$ cat config.mk
export PLATFORM = sky130hd
export DESIGN_NAME = aes_load_ctrl
export DESIGN_NICKNAME = d
export VERILOG_FILES = /design/src/rtl/aes_load_ctrl.sv
export SDC_FILE = /design/constraint.sdc
export NUM_CORES = 1
export LEC_CHECK = 0
export CORE_AREA = 2 2 117 119
export CTS_CLUSTER_SIZE = 12
export DETAILED_ROUTE_END_ITERATION = 12
export DIE_AREA = 0 0 119 121
export PLACE_DENSITY = 0.82
export REMOVE_ABC_BUFFERS = 1
export SKIP_LAST_GASP = 1
export SLEW_MARGIN = 10
export SYNTH_ARGS = -nofsm -noshare
export SYNTH_HDL_FRONTEND = slang
export SYNTH_SLANG_ARGS = --single-unit
export TNS_END_PERCENT = 20
$ cat constraint.sdc
create_clock -name clk -period 4.08 [get_ports clk]
set_input_delay 0.816 -clock clk [delete_from_list [all_inputs] [get_ports clk]]
set_output_delay 0.816 -clock clk [all_outputs]
set_load 0.02 [all_outputs]
$ cat src/rtl/aes_load_ctrl.sv
// aes_load_ctrl: turns an opcode+data byte stream into AES core key/state loads,
// a launch pulse, and a ciphertext byte stream. Define AES_LOAD_CTRL_KEY_CACHE_EN for key caching/replay.
module aes_load_ctrl #(
  parameter logic [7:0] CMD_KEY   = 8'hA5,
  parameter logic [7:0] CMD_STATE = 8'h5A,
  parameter logic [7:0] CMD_START = 8'hC3
) (
  input  logic         clk,
  input  logic         rst_n,
  input  logic         in_valid,
  input  logic [7:0]   in_byte,
  output logic         in_ready,
  output logic         ld_key_valid,
  output logic [7:0]   ld_key_byte,
  input  logic         ld_key_ready,
  output logic         ld_state_valid,
  output logic [7:0]   ld_state_byte,
  input  logic         ld_state_ready,
  output logic         start,
  input  logic [127:0] core_state_out,
  input  logic         core_done,
  output logic         out_valid,
  output logic [7:0]   out_byte,
  input  logic         out_ready,
  output logic         busy,
  output logic         err
);

`ifdef AES_LOAD_CTRL_KEY_CACHE_EN
  typedef enum logic [2:0] {
    ST_IDLE, ST_KEY, ST_STATE, ST_REPLAY, ST_LAUNCH, ST_WAIT, ST_SEND
  } state_t;
`else
  typedef enum logic [2:0] {
    ST_IDLE, ST_KEY, ST_STATE, ST_LAUNCH, ST_WAIT, ST_SEND
  } state_t;
`endif

  state_t         state;
  state_t         state_nxt;
  logic [4:0]     cnt;
  logic           key_loaded;
  logic           state_loaded;
  logic [127:0]   buffer;
  logic           rdy_en;
  logic           err_nxt;
  logic           key_xfer;
  logic           state_xfer;
  logic           out_xfer;
  logic           capture;
`ifdef AES_LOAD_CTRL_KEY_CACHE_EN
  logic [255:0]   cache;
`endif

  assign key_xfer   = ld_key_valid & ld_key_ready;
  assign state_xfer = ld_state_valid & ld_state_ready;
  assign out_xfer   = out_valid & out_ready;
  assign capture    = (state == ST_WAIT) & core_done;
  assign busy       = (state != ST_IDLE);

  // rdy_en keeps in_ready low while reset is held and for the cycle of release
  always_ff @(posedge clk or negedge rst_n) begin
    if (!rst_n) begin
      state  <= ST_IDLE;
      rdy_en <= 1'b0;
      err    <= 1'b0;
    end else begin
      state  <= state_nxt;
      rdy_en <= 1'b1;
      err    <= err_nxt;
    end
  end

  always_comb begin
    state_nxt      = state;
    in_ready       = 1'b0;
    ld_key_valid   = 1'b0;
    ld_key_byte    = 8'h00;
    ld_state_valid = 1'b0;
    ld_state_byte  = 8'h00;
    start          = 1'b0;
    out_valid      = 1'b0;
    out_byte       = 8'h00;
    err_nxt        = 1'b0;
    case (state)
      ST_IDLE: begin
        in_ready = rdy_en;
        if (in_valid && rdy_en) begin
          if (in_byte == CMD_KEY) begin
            state_nxt = ST_KEY;
          end else if (in_byte == CMD_STATE) begin
            state_nxt = ST_STATE;
          end else if (in_byte == CMD_START && key_loaded && state_loaded) begin
`ifdef AES_LOAD_CTRL_KEY_CACHE_EN
            state_nxt = ST_REPLAY;
`else
            state_nxt = ST_LAUNCH;
`endif
          end else begin
            err_nxt = 1'b1;
          end
        end
      end
      ST_KEY: begin
        ld_key_valid = in_valid;
        ld_key_byte  = in_byte;
        in_ready     = ld_key_ready;
        if (in_valid && ld_key_ready && cnt == 5'd31) state_nxt = ST_IDLE;
      end
      ST_STATE: begin
        ld_state_valid = in_valid;
        ld_state_byte  = in_byte;
        in_ready       = ld_state_ready;
        if (in_valid && ld_state_ready && cnt == 5'd15) state_nxt = ST_IDLE;
      end
`ifdef AES_LOAD_CTRL_KEY_CACHE_EN
      ST_REPLAY: begin
        ld_key_valid = 1'b1;
        ld_key_byte  = cache[255:248];
        if (ld_key_ready && cnt == 5'd31) state_nxt = ST_LAUNCH;
      end
`endif
      ST_LAUNCH: begin
        start     = 1'b1;
        state_nxt = ST_WAIT;
      end
      ST_WAIT: begin
        if (core_done) state_nxt = ST_SEND;
      end
      ST_SEND: begin
        out_valid = 1'b1;
        out_byte  = buffer[127:120];
        if (out_ready && cnt == 5'd15) state_nxt = ST_IDLE;
      end
      default: state_nxt = ST_IDLE;
    endcase
  end

  // Any state change restarts the shared transfer counter
  always_ff @(posedge clk or negedge rst_n) begin
    if (!rst_n) begin
      cnt <= 5'd0;
    end else if (state_nxt != state) begin
      cnt <= 5'd0;
    end else if (key_xfer || state_xfer || out_xfer) begin
      cnt <= cnt + 5'd1;
    end
  end

  always_ff @(posedge clk or negedge rst_n) begin
    if (!rst_n) begin
      key_loaded   <= 1'b0;
      state_loaded <= 1'b0;
    end else begin
      if (state == ST_KEY && key_xfer && cnt == 5'd31) begin
        key_loaded <= 1'b1;
`ifndef AES_LOAD_CTRL_KEY_CACHE_EN
      end else if (capture) begin
        key_loaded <= 1'b0;
`endif
      end
      if (state == ST_STATE && state_xfer && cnt == 5'd15) begin
        state_loaded <= 1'b1;
      end else if (capture) begin
        state_loaded <= 1'b0;
      end
    end
  end

  // Buffer shifts left so the next outgoing byte is always in the top lane
  always_ff @(posedge clk or negedge rst_n) begin
    if (!rst_n) begin
      buffer <= 128'd0;
    end else if (capture) begin
      buffer <= core_state_out;
    end else if (out_xfer) begin
      buffer <= {buffer[119:0], 8'h00};
    end
  end

`ifdef AES_LOAD_CTRL_KEY_CACHE_EN
  // Replay rotates rather than shifts so the cached key survives for the next launch
  always_ff @(posedge clk or negedge rst_n) begin
    if (!rst_n) begin
      cache <= 256'd0;
    end else if (state == ST_KEY && key_xfer) begin
      cache <= {cache[247:0], in_byte};
    end else if (state == ST_REPLAY && key_xfer) begin
      cache <= {cache[247:0], cache[255:248]};
    end
  end
`endif

endmodule

==> results <==
-- stage by stage --
step / area [um2] / util [%] / setup WS, ps / cells / total power [W]
after floorplan: 6509 / - / -1619 / 622 / 0.001645
after global placement: 8574 / 65.53 / 966.3 / 981 / 0.001907
after detailed placement: 8574 / 65.53 / 838.9 / 981 / 0.001929
after CTS: 9148 / 69.91 / 389.6 / 1013 / 0.003421
after global routing: 9148 / 69.91 / 292.3 / 1013 / 0.003522
final: 9148 / 69.91 / 416.3 / 1013 / 0.003385
-- placed cells by master, fill, tap and decap left out, types with 2 or more instances in the layout --
cell | netlist | final
clkbuf_16 | 0 | 17
clkbuf_8 | 0 | 3
dfrtp_1 | 140 | 140
nor3_1 | 3 | 3
clkbuf_1 | 13 | 5
and2_1 | 28 | 28
mux2i_1 | 121 | 121
clkinv_2 | 0 | 4
bufinv_16 | 0 | 2
clkdlybuf4s50_1 | 0 | 172
o21ai_0 | 93 | 93
nand3_1 | 12 | 12
ha_1 | 3 | 3
nor4bb_1 | 2 | 2
a21oi_1 | 2 | 2
nor2b_1 | 2 | 2
nor2_1 | 3 | 3
inv_1 | 5 | 5
and3_1 | 3 | 2
or3_1 | 3 | 3
a31oi_1 | 3 | 3
buf_4 | 15 | 8
nand2_1 | 142 | 141
buf_12 | 0 | 2
o21a_1 | 2 | 2
nand4bb_1 | 3 | 3
o21ai_1 | 32 | 32
a21boi_1 | 2 | 2
-- logic make-up after synthesis --
logic type                 Yosys count  share of synthesized area (%)
and+or+nand+nor                    206                          13.74
AOI/OAI and AO/OA                  145                          11.39
DFF                                140                          51.04
muxes                              121                          17.64
buffers and inverters               53                          5.450
adders and majority gates            3                         0.5469
other                                1                        0.05463
xor gates and xnor gates             1                         0.1276
-- registers in the layout, indices dropped and copies added (netlist names) --
register and count:
rdy_en 1, state 3, buffer 128, state_loaded 1, cnt 5, err 1, key_loaded 1
-- routing by layer --
| layer | part of all wire, % | vias up |
|---|---|---|
| met5 | 0 | - |
| met4 | 1.8 | 0 |
| met3 | 5.0 | 31 |
| met2 | 49 | 154 |
| met1 | 44 | 2484 |
| li1 | - | 2629 |
-- cell type report --
type	instances	area [um2]	share of cell area, %
clock buffer	25	485.5	5.307
clock inverter	7	87.58	0.9575
inverter	5	18.77	0.2052
multi-input combinational	477	2999	32.79
sequential	140	3503	38.30
tap	176	220.2	2.407
timing repair buffer	183	1833	20.04
-- worst paths after layout --
check / end / start / depth (start not counted)
max: ld_state_byte[1] / state[1] / 4
min: buffer[12] / rst_n / 1
max reg2reg: cnt[3] / state[2] / 5
min reg2reg: buffer[0] / buffer[0] / 2
max in group asynchronous: buffer[117] / rst_n / 2
min in group clk: buffer[0] / buffer[0] / 2
-- power breakdown --
| part | total, W | switching (W) | internal, W |
|---|---|---|---|
| Combinational | 0.000441 | 0.000192 | 0.000249 |
| Sequential | 0.00146 | 0.0000401 | 0.00142 |
| Clock | 0.00148 | 0.000537 | 0.000943 |
| Total | 0.00339 | 0.000769 | 0.00262 |
-- worst max-delay path, stage by stage (launching register included) --
cell             delay, ps
dfrtp_1                560
inv_1                  160
nor3_1                 860
and2_1                 250
clkdlybuf4s50_1        600
==> results.py <==
metrics = {
    "cts": {
        "post_cts_resized": 0,
        "root_buffer": "clkbuf_16",
        "numCtsBuffers": 17,
        "tritoncts": "done",
        "cts_buffer_depth": 2,
        "clock-sinks": 140,
        "clk_pin_slew_ps": 50,
        "cts_setup_buffers": 0,
        "clk_latency_ps": 420,
        "cts_hold_buffers": 0,
        "htree_num_levels": 4,
    },
    "final_layout": {
        "fill_cells": 989,
        "diodes": 0,
        "drive_gt1_share_pct": 5.376,
        "syn_to_final_growth_pct": 33.27,
        "nets": 970,
    },
    "run_status": {
        "status": "completed",
    },
    "routing": {
        "routed_wl_mm": 14.96,
        "routedWlPerCell_um": 14.77,
        "ant_nets": 0,
        "drc": 0,
        "dr.first_iter.drc_count": 411,
        "num_vias": 5298,
        "drt_pass1_iterations": 5,
        "via_per_inst": 5.230,
    },
    "grt": {
        "grt.busiest_layer": "met2",
        "use_met1_pct": 28.29,
        "grt_pass1_wl_mm": 24.89,
        "antenna_found_initial": 0,
        "grt_max_degree": 101,
        "grtUsageMet2_pct": 35.17,
        "overflow": 0,
        "grt_pass1_vias": 5250,
        "track_usage_pct": 21.66,
        "grt_use_met3_pct": 4.652,
    },
    "synth": {
        "yosysMostFrequentCell": "nand2_1",
        "yosysUniqueCellTypes": 43,
        "syn_avg_cell_area_um2": 10.24,
        "yosys-top-cells-count": "142 x nand2_1, 140 x dfrtp_1, 121 x mux2i_1, 93 x o21ai_0, 32 x o21ai_1",
        "synth_top_area_cell": "dfrtp_1",
        "synthTopCellsByArea": "dfrtp_1 51%, mux2i_1 18%, nand2_1 7.8%",
        "ys.flop_type": "dfrtp_1",
        "synth_seq_cells": 140,
        "synth_warnings": 0,
        "synth_edf_count": 0,
        "synth_async_sr_flop_share_pct": 100.0,
        "netlist_area_um2": 6864,
        "syn_inst": 670,
        "yosysSeqAreaShare_pct": 51.04,
        "post-synth-top-area-fraction_pct": 51.04,
    },
    "timing": {
        "finalCritPeriodShare_pct": 89.80,
        "timing.clock.skew_ps": 6.057,
        "relSlewSlack_pct": 30.45,
        "worst_pin_slew_ps": 1035,
        "slew_violations": 0,
        "rsz0062_at_grt": "no",
        "setup_viol": 0,
        "whs_ps": 491.8,
        "final.setup.tns_ps": 0,
        "hold_violations": 0,
        "period_needed_ps": 3664,
        "clock.fmax_mhz": 273.0,
    },
    "place": {
        "place_congestion": 0.8468,
        "dp.final_hpwl_mm": 10.43,
        "portBuffers": 173,
    },
    "worst_setup_path": {
        "startpoint_type": "register",
        "end_kind": "primary output",
        "critPathMaxFanout": 11,
        "crit_required_ps": 3260,
        "path_class": "register to primary output",
        "r2r_slack_ps": 1370,
        "worstPathArrival_ps": 2850,
    },
    "floorplanning": {
        "die_x_um": 119,
        "io_pins": 174,
        "placementRows": 42,
        "core-area_um2": 13090,
        "start_util_pct": 52.46,
        "dieArea_um2": 14400,
        "die_h_um": 121,
    },
    "worst_hold_path": {
        "hold_class": "input pin to async pin",
    },
    "power": {
        "irDropWorstVdd_uv": 246.2,
        "power_density_nw_per_um2": 370.1,
        "p_leak_nw": 4.723,
    },
    "flow_run": {
        "max-cap-violations": 0,
    },
}
(Power assumes the default switching activity.)
